`src/rtl/fwd_hazard_ctrl.sv`:
```
// -----------------------------------------------------------------------------
// fwd_hazard_ctrl
//
// Forwarding and hazard controller for the pipelined core. It keeps a small
// shift register of in-flight register writers, one entry per post-Decode
// stage (entry 0 = E, entry DEPTH-1 = W). From that state and the Decode
// operands it produces:
//   - per-port E-stage bypass selects,
//   - load-use stalls for Fetch/Decode,
//   - Decode/Execute flushes (a taken branch beats a load-use stall).
//
// Optional feature macro: HZ_PERF_CNT_EN adds saturating 16-bit stall and
// flush event counters (ports perf_stall / perf_flush).
//
// Ports
//   clk        rising-edge clock
//   reset      asynchronous, active-low; clears writer table, E tags, hz_err
//   d_valid    Decode holds a real instruction
//   d_ra       Decode read addresses, port p at [p*AW +: AW]
//   d_ruse     per-port "actually read" flags
//   d_we/d_wa  Decode destination write enable / address
//   d_lat      first stage index whose result is forwardable (0 means 1)
//   br_taken   branch resolved taken in E
//   stall_f    hold the PC
//   stall_d    hold the Decode register
//   flush_d    clear the Decode register
//   flush_e    insert a bubble into E
//   fwd_sel    per-port bypass select (0 = RF, k = result of stage k)
//   hz_err     sticky: E consumed a value that was not yet forwardable
//   perf_stall/perf_flush  event counters (HZ_PERF_CNT_EN only)
// -----------------------------------------------------------------------------
module fwd_hazard_ctrl #(
   parameter int AW     = 4,
   parameter int NRP    = 2,
   parameter int DEPTH  = 3,
   parameter int PC_REG = 15,
   localparam int SW    = $clog2(DEPTH)
) (
   input  logic              clk,
   input  logic              reset,
   input  logic              d_valid,
   input  logic [NRP*AW-1:0] d_ra,
   input  logic [NRP-1:0]    d_ruse,
   input  logic              d_we,
   input  logic [AW-1:0]     d_wa,
   input  logic [SW-1:0]     d_lat,
   input  logic              br_taken,
   output logic              stall_f,
   output logic              stall_d,
   output logic              flush_d,
   output logic              flush_e,
   output logic [NRP*SW-1:0] fwd_sel,
   output logic              hz_err
`ifdef HZ_PERF_CNT_EN
   ,
   output logic [15:0]       perf_stall,
   output logic [15:0]       perf_flush
`endif
);

   localparam logic [AW-1:0] PC_A = AW'(PC_REG);

   // Writer table, entry k = instruction currently in post-Decode stage k
   logic          tbl_v   [DEPTH];
   logic [AW-1:0] tbl_wa  [DEPTH];
   logic [SW-1:0] tbl_lat [DEPTH];

   // Read tags of the instruction in E (stage 0)
   logic [NRP-1:0] use_p0;
   logic [AW-1:0]  ra_p0 [NRP];

   logic [NRP-1:0] d_found;
   logic [NRP-1:0] port_hz;
   logic [NRP-1:0] e_found;
   logic           ld_stall;
   logic           advance;
   logic           hz_set;

   // A latency of 0 would claim the result exists before E; treat it as 1.
   function automatic logic [SW-1:0] lat_clamp(input logic [SW-1:0] l);
      return (l == '0) ? SW'(1) : l;
   endfunction

   // PC reads are served by the datapath (PC+8), so they never match.
   function automatic logic hit(input logic          v,
                                input logic [AW-1:0] wa,
                                input logic [AW-1:0] a);
      return v && (wa == a) && (a != PC_A);
   endfunction

   // Decode-side load-use detection. Only the youngest matching writer
   // counts; it shadows any older writer of the same register. The Decode
   // instruction would meet writer k one stage further on (k+1) in E.
   always_comb begin
      d_found = '0;
      port_hz = '0;
      for (int p = 0; p < NRP; p++) begin
         for (int k = 0; k < DEPTH; k++) begin
            if (!d_found[p] && d_valid && d_ruse[p] &&
                hit(tbl_v[k], tbl_wa[k], d_ra[p*AW +: AW])) begin
               d_found[p] = 1'b1;
               port_hz[p] = (k + 1) < int'(tbl_lat[k]);
            end
         end
      end
   end

   assign ld_stall = |port_hz;
   assign stall_f  = ld_stall & ~br_taken;
   assign stall_d  = ld_stall & ~br_taken;
   assign flush_d  = br_taken;
   assign flush_e  = br_taken | ld_stall;
   assign advance  = ~flush_e;

   // E-stage bypass select. Entry 0 is the E instruction itself, so the
   // search starts at stage 1. A youngest match that is still too early is
   // a control bug upstream and is flagged through hz_err.
   always_comb begin
      e_found = '0;
      fwd_sel = '0;
      hz_set  = 1'b0;
      for (int p = 0; p < NRP; p++) begin
         for (int k = 1; k < DEPTH; k++) begin
            if (!e_found[p] && use_p0[p] &&
                hit(tbl_v[k], tbl_wa[k], ra_p0[p])) begin
               e_found[p] = 1'b1;
               if (k >= int'(tbl_lat[k]))
                  fwd_sel[p*SW +: SW] = SW'(k);
               else
                  hz_set = 1'b1;
            end
         end
      end
   end

   // Stage boundary: Decode -> E (entry 0 / E tags), then E -> M -> ... -> W
   always_ff @(posedge clk or negedge reset) begin
      if (!reset) begin
         for (int k = 0; k < DEPTH; k++) begin
            tbl_v[k]   <= 1'b0;
            tbl_wa[k]  <= '0;
            tbl_lat[k] <= '0;
         end
         use_p0 <= '0;
         for (int p = 0; p < NRP; p++)
            ra_p0[p] <= '0;
         hz_err <= 1'b0;
      end else begin
         // Post-E stages never stall, so the table always shifts.
         for (int k = 1; k < DEPTH; k++) begin
            tbl_v[k]   <= tbl_v[k-1];
            tbl_wa[k]  <= tbl_wa[k-1];
            tbl_lat[k] <= tbl_lat[k-1];
         end
         tbl_v[0] <= advance & d_valid & d_we;
         if (advance) begin
            tbl_wa[0]  <= d_wa;
            tbl_lat[0] <= lat_clamp(d_lat);
         end
         use_p0 <= advance ? (d_ruse & {NRP{d_valid}}) : '0;
         if (advance) begin
            for (int p = 0; p < NRP; p++)
               ra_p0[p] <= d_ra[p*AW +: AW];
         end
         if (hz_set)
            hz_err <= 1'b1;
      end
   end

`ifdef HZ_PERF_CNT_EN
   // Saturating event counters
   always_ff @(posedge clk or negedge reset) begin
      if (!reset) begin
         perf_stall <= '0;
         perf_flush <= '0;
      end else begin
         if (stall_d && (perf_stall != 16'hFFFF))
            perf_stall <= perf_stall + 16'd1;
         if (br_taken && (perf_flush != 16'hFFFF))
            perf_flush <= perf_flush + 16'd1;
      end
   end
`else
   // Event counters not built in this configuration.
`endif

endmodule

```
`config.mk`:
```
export PLATFORM = sky130hd
export DESIGN_NAME = fwd_hazard_ctrl
export DESIGN_NICKNAME = d
export VERILOG_FILES = /design/src/rtl/fwd_hazard_ctrl.sv
export SDC_FILE = /design/constraint.sdc
export NUM_CORES = 1
export LEC_CHECK = 0
export ABC_AREA = 1
export CAP_MARGIN = 30
export CELL_PAD_IN_SITES_DETAIL_PLACEMENT = 0
export CELL_PAD_IN_SITES_GLOBAL_PLACEMENT = 1
export CORE_UTILIZATION = 41
export CTS_BUF_LIST = sky130_fd_sc_hd__clkbuf_16
export DETAILED_ROUTE_END_ITERATION = 8
export PLACE_DENSITY = 0.9
export SLEW_MARGIN = 30
export SYNTH_ARGS = -nofsm -noshare
export SYNTH_HDL_FRONTEND = slang
export SYNTH_SLANG_ARGS = --single-unit
```
`constraint.sdc`:
```
create_clock -name clk -period 4.65 [get_ports clk]
set_clock_uncertainty 0.1 [all_clocks]
set_input_delay 0.465 -clock clk [delete_from_list [all_inputs] [get_ports clk]]
set_output_delay 0.465 -clock clk [all_outputs]
set_load 0.01 [all_outputs]
```
### Yosys cells after proc, flatten, opt, wreduce, memory -nomap -nowiden

Index checks and enable logic that the tools add are counted.

| storage, ports and cells | value |
|---|---|
| register bits after elaboration | 32 |
| bits of input ports | 21 |
| output and inout bits | 9 |
| logic and storage cells | 117 |

| cells by class | value |
|---|---|
| magnitude comparators | 4 |
| equal/unequal tests | 14 |
| mux-type cells | 29 |
| bitwise gates (word level) | 7 |
| reduce and logical (&&, ||, !) cells | 50 |

Operators with widths:

| kind | count |
|---|---|
| 1-bit logical AND | 42 |
| 4-bit == test | 10 |
| 1-bit two-way mux | 23 |
| 4-bit inequality test (second input constant) | 4 |
| 2-bit two-way mux | 6 |
| 1-bit zero test | 6 |
| 1-bit bitwise AND | 3 |
| 2-bit bitwise AND | 1 |
| 1-bit by 2-bit greater-or-equal comparator with 1-bit output (first input constant) | 1 |
| 2-bit greater-or-equal comparator (first input constant) | 1 |
| 2-bit zero test | 1 |
| 1-bit by 2-bit < comparator with 1-bit output (first input constant) | 1 |
| 2-bit < comparator (first input constant) | 1 |
| 1-bit inverter | 2 |
| 2-bit OR reduction | 1 |
| 1-bit OR | 1 |

### Longest topological paths before layout

| depth | value |
|---|---|
| depth after elaboration | 20 |
| gate-level depth with buffers | 11 |
| mapped depth without buffers | 10 |

### Worst setup path after synthesis

Ideal clock, no wire load.

| timing | value |
|---|---|
| path kind | input to output |
| start | in d_ra[7] |
| end | out stall_f |
| data arrival time | 1.600 ns |
| data required time | 4.085 ns |
| path slack | 2.485 ns |
| stages on the path | 10 |
| path buffers | 2 |
| cells stage by stage | inv_1 > nand2_1 > nand2_1 > nor2_1 > nand3_1 > nand2_2 > nand3_4 > buf_4 > a21oi_1 > buf_4 |

| on the way | value |
|---|---|
| longest elaborated chain between the ends | 17 |
| elaborated cells on any way between the ends | 26 |
| those cells by class | 4 x eq/ne; 5 x mux; 1 x bitwise; 16 x reduce/logical |

RTL lines:

| what | RTL line | source |
|---|---|---|
| start: declaration | 42 | `input logic [NRP*AW-1:0] d_ra,` |
| 4-bit == test | 88 | `return v && (wa == a) && (a != PC_A);` |
| 1-bit logical AND (2 in a row) | 88 |  |
| 1-bit logical AND | 99 | `if (!d_found[p] && d_valid && d_ruse[p] &&` |
| 1-bit two-way mux | 99 |  |
| 1-bit zero test | 99 |  |
| 1-bit logical AND (3 in a row) | 99 |  |
| 1-bit two-way mux | 99 |  |
| 1-bit zero test | 99 |  |
| 1-bit logical AND (3 in a row) | 99 |  |
| 1-bit two-way mux (*) | 99 |  |
| 2-bit OR reduction (*) | 108 | `assign ld_stall = \|port_hz;` |
| 1-bit bitwise AND (*) | n/a |  |
| end: declaration | 48 | `output logic stall_f,` |

Every way passes the cells marked *; elsewhere a longest branch is shown, timed or not.

### Worst setup path in the final report

| timing | value |
|---|---|
| start | in d_ra[4] |
| end | out flush_e |

| on the way | value |
|---|---|
| longest elaborated chain between the ends | 17 |
| elaborated cells on any way between the ends | 26 |
| those cells by class | 4 x eq/ne; 5 x mux; 1 x bitwise; 16 x reduce/logical |

RTL lines:

| what | RTL line | source |
|---|---|---|
| 4-bit == test | 88 |  |
| 1-bit logical AND (2 in a row) | 88 |  |
| 1-bit logical AND | 99 |  |
| 1-bit two-way mux | 99 |  |
| 1-bit zero test | 99 |  |
| 1-bit logical AND (3 in a row) | 99 |  |
| 1-bit two-way mux | 99 |  |
| 1-bit zero test | 99 |  |
| 1-bit logical AND (3 in a row) | 99 |  |
| 1-bit two-way mux (*) | 99 |  |
| 2-bit OR reduction (*) | 108 |  |
| 1-bit OR (*) | 112 | `assign flush_e = br_taken \| ld_stall;` |
| end: declaration | 51 | `output logic flush_e,` |

Marks and branches as above.

==> results.sh <==
export IMPL_synth_compound_area_share_pct=8.32
export IMPL_clk_pin_slew_worst_paths_ns=0.05
export IMPL_wl_per_cell_um=12.7
export IMPL_met3_usage_pct=3.72
export IMPL_synth_edf_count=0
export IMPL_place_gp_congestion=0.800
export IMPL_syn_instance_count=229
export IMPL_drive_gt1_share_pct=8.43
export IMPL_start_util_pct=43.4
export IMPL_synthTopCellsByCount="nand2_1, dfrtp_1, inv_1, nand4_1, nor2_1"
export IMPL_num_antenna_cells=0
export IMPL_worst_r2r_cell_count=10
export IMPL_yosys_area_share_simple_pct=34.8
export IMPL_drt_iter0_drc=104
export IMPL_synthTopCellsByArea="dfrtp_1, nand2_1, nand4_1"
export IMPL_async_flop_share_pct=100
export IMPL_die_h_um=67.5
export IMPL_synth_adder_area_share_pct=0
export IMPL_power_frac_seq_pct=40.8
export IMPL_cts_max_level=2
export IMPL_syn_area_per_cell_um2=7.69
export IMPL_worstPathArrival_ns=2.59
export IMPL_grt_most_used_layer="met2"
export IMPL_met2_usage_pct=34.2
export IMPL_hold_buffers=0
export IMPL_setup_viol=0
export IMPL_synth_most_common_cell="nand2_1"
export IMPL_final_area_um2=2240
export IMPL_yosys_mux_area_fraction_pct=0
export IMPL_cts_root_buf="clkbuf_16"
export IMPL_yosysTopAreaCell="dfrtp_1"
export IMPL_rows=23
export IMPL_crit_type="in -> out"
export IMPL_slew_violations=0
export IMPL_path_max_fanout=17
export IMPL_vias=1596
export IMPL_grt_pass1_wl_um=6870
export IMPL_track_usage_pct=20.9
export IMPL_rsz0062_at_grt="no"
export IMPL_startpoint_type="primary input"
export IMPL_pin_count=30
export IMPL_synth_main_ff_cell="dfrtp_1"
export IMPL_hold_depth=0
export IMPL_setup_tns_ns=0
export IMPL_period_share_pct=67.8
export IMPL_clock_latency_ns=0.28
export IMPL_worst_pin_slew_ns=0.493
export IMPL_grt_pass1_vias=1495
export IMPL_ys_seq_area_share_pct=45.5
export IMPL_layout_nets=281
export IMPL_grt_max_degree=33
export IMPL_clkPwrFrac_pct=45.7
export IMPL_timing_slew_headroom_pct=66.9
export IMPL_area_growth_pct=27.4
export IMPL_dpl_hpwl_um=2900
export IMPL_drc=0
export IMPL_swShare_pct=25.3
export IMPL_wirelength_um=3960
export IMPL_p_leak_nw=1.07
export IMPL_clk_path_buf_depth=2
export IMPL_hold_viol=0
export IMPL_maxCapViolations=0
export IMPL_fmax_mhz=317
export IMPL_ys_types=24
export IMPL_fp_dieW_um=67.5
export IMPL_cts_num_sinks=32
export IMPL_netlist_area_leader_share_pct=45.5
export IMPL_numCtsBuffers=5
export IMPL_antenna_found_initial=0
export IMPL_cts_tree="done"
export IMPL_met1_usage_pct=26.5
export IMPL_firstDrtPassIters=4
export IMPL_dieArea_um2=4560
export IMPL_ir_drop_v=0.000298
export IMPL_hp_class="reg -> reg"
export IMPL_routed_via_density=5.13
export IMPL_synth_nets=250
export IMPL_cp_end_kind="output pin"
export IMPL_p_int_uw=604
export IMPL_power_density_nw_per_um2=360
export IMPL_syn_area_um2=1760
export IMPL_core_area_um2=4060
export IMPL_cp_required_ns=4.09
export IMPL_ys_ff_latch=32
export IMPL_cts_resized=0
export IMPL_placed_area_um2=2070
export IMPL_overflow=0
export IMPL_yosys_warnings=0
export IMPL_antenna_left=0
export IMPL_cts_setup_buffers=0
export IMPL_port_buffers=29
export IMPL_period_needed_ns=3.15
export IMPL_combPwrFrac_pct=13.5
export IMPL_synth_top_family_by_area="simple AND/OR/NAND/NOR gates"
export IMPL_power_switching_uw=204
export IMPL_status="finished, final reports clean"
export IMPL_synthXorXnorAreaFrac_pct=2.99
stage by stage:
stage	hold slack (ns)	cells	setup WS [ns]	utilization, %	power, mW
after floorplan	0.0694	229	2.48	-	0.394
after global placement	0.267	303	1.49	51.1	0.444
after detailed placement	0.266	303	1.50	51.1	0.444
after CTS	0.276	311	1.49	55.3	0.814
after global routing	0.284	311	1.32	55.3	0.847
final	0.273	311	1.50	55.3	0.808
power groups by stage:
stage                     combinational (mW)  clock (mW)  sequential, mW
after floorplan                       0.0670           0           0.327
after global placement                 0.109           0           0.335
after detailed placement               0.110           0           0.334
after CTS                              0.110       0.374           0.330
after global routing                   0.125       0.388           0.334
final                                  0.109       0.369           0.330
worst paths after layout:
| kind | start | endpoint | slack, ns |
|---|---|---|---|
| hold reg to reg | tbl_lat[2]$_DFF_PN0_ | tbl_lat[0]$_DFF_PN0_ | 0.27 |
| setup / recovery | d_ra[4] | flush_e | 1.50 |
| hold / removal | tbl_lat[2]$_DFF_PN0_ | tbl_lat[0]$_DFF_PN0_ | 0.27 |
| min in group asynchronous | reset | tbl_lat[4]$_DFFE_PN0N_ | 0.48 |
| max in group asynchronous | reset | ra_p0[1]$_DFFE_PN0N_ | 3.68 |
| setup reg to reg | tbl_wa[4]$_DFF_PN0_ | tbl_wa[9]$_DFFE_PN0N_ | 2.87 |
worst max-delay path, stage by stage:
cell and delay, ns:
clkdlybuf4s50_1 0.56, inv_1 0.08, nand2_1 0.06, nand2_1 0.06, nor2_2 0.10, nand3_1 0.10, nand2_2 0.09, nand3_4 0.19
nand3_4 0.28, clkdlybuf4s50_1 0.59
final cells by class:
class	count	area [um2]
clock buffers	5	125
clock inverters	3	42.5
inverters	27	101
multi-input cells	164	812
repair buffers	30	298
well taps	50	62.6
fillers	387	1820
flip-flops and latches	32	801
flip-flops by register name (all words and copies together), names as in the netlist:
name     cells
hz_err       1
ra_p0        8
tbl_lat      6
tbl_v        3
tbl_wa      12
use_p0       2
cells in the final DEF (no fill, tap or decap), types with 3 or more instances in the layout:
master / netlist / layout
nand2_1: 83 / 83
dfrtp_1: 32 / 32
clkdlybuf4s50_1: 0 / 29
inv_1: 21 / 21
nand4_1: 19 / 19
nor2_1: 16 / 16
a21oi_1: 11 / 11
nand3_1: 9 / 9
xnor2_1: 6 / 6
inv_2: 5 / 5
clkbuf_16: 0 / 5
o21ai_0: 3 / 3
nand3_4: 3 / 3
nor2_2: 3 / 3
layer usage:
metal / wire length [um] / share of wire, % / vias up
met1: 1740 / 44 / 735
met3: 176 / 4.4 / 8
met4: 102 / 2.6 / 0
li1: - / - / 812
met2: 1950 / 49 / 41
met5: 0 / 0 / -
cell families (layout without fill, tap and decap cells):
family | after synthesis | count (layout)
and+or+nand+nor | 134 | 134
buffers and inverters | 33 | 65
DFF | 32 | 32
AOI/OAI and AO/OA | 24 | 24
xor gates and xnor gates | 6 | 6
(Power assumes the default switching activity.)
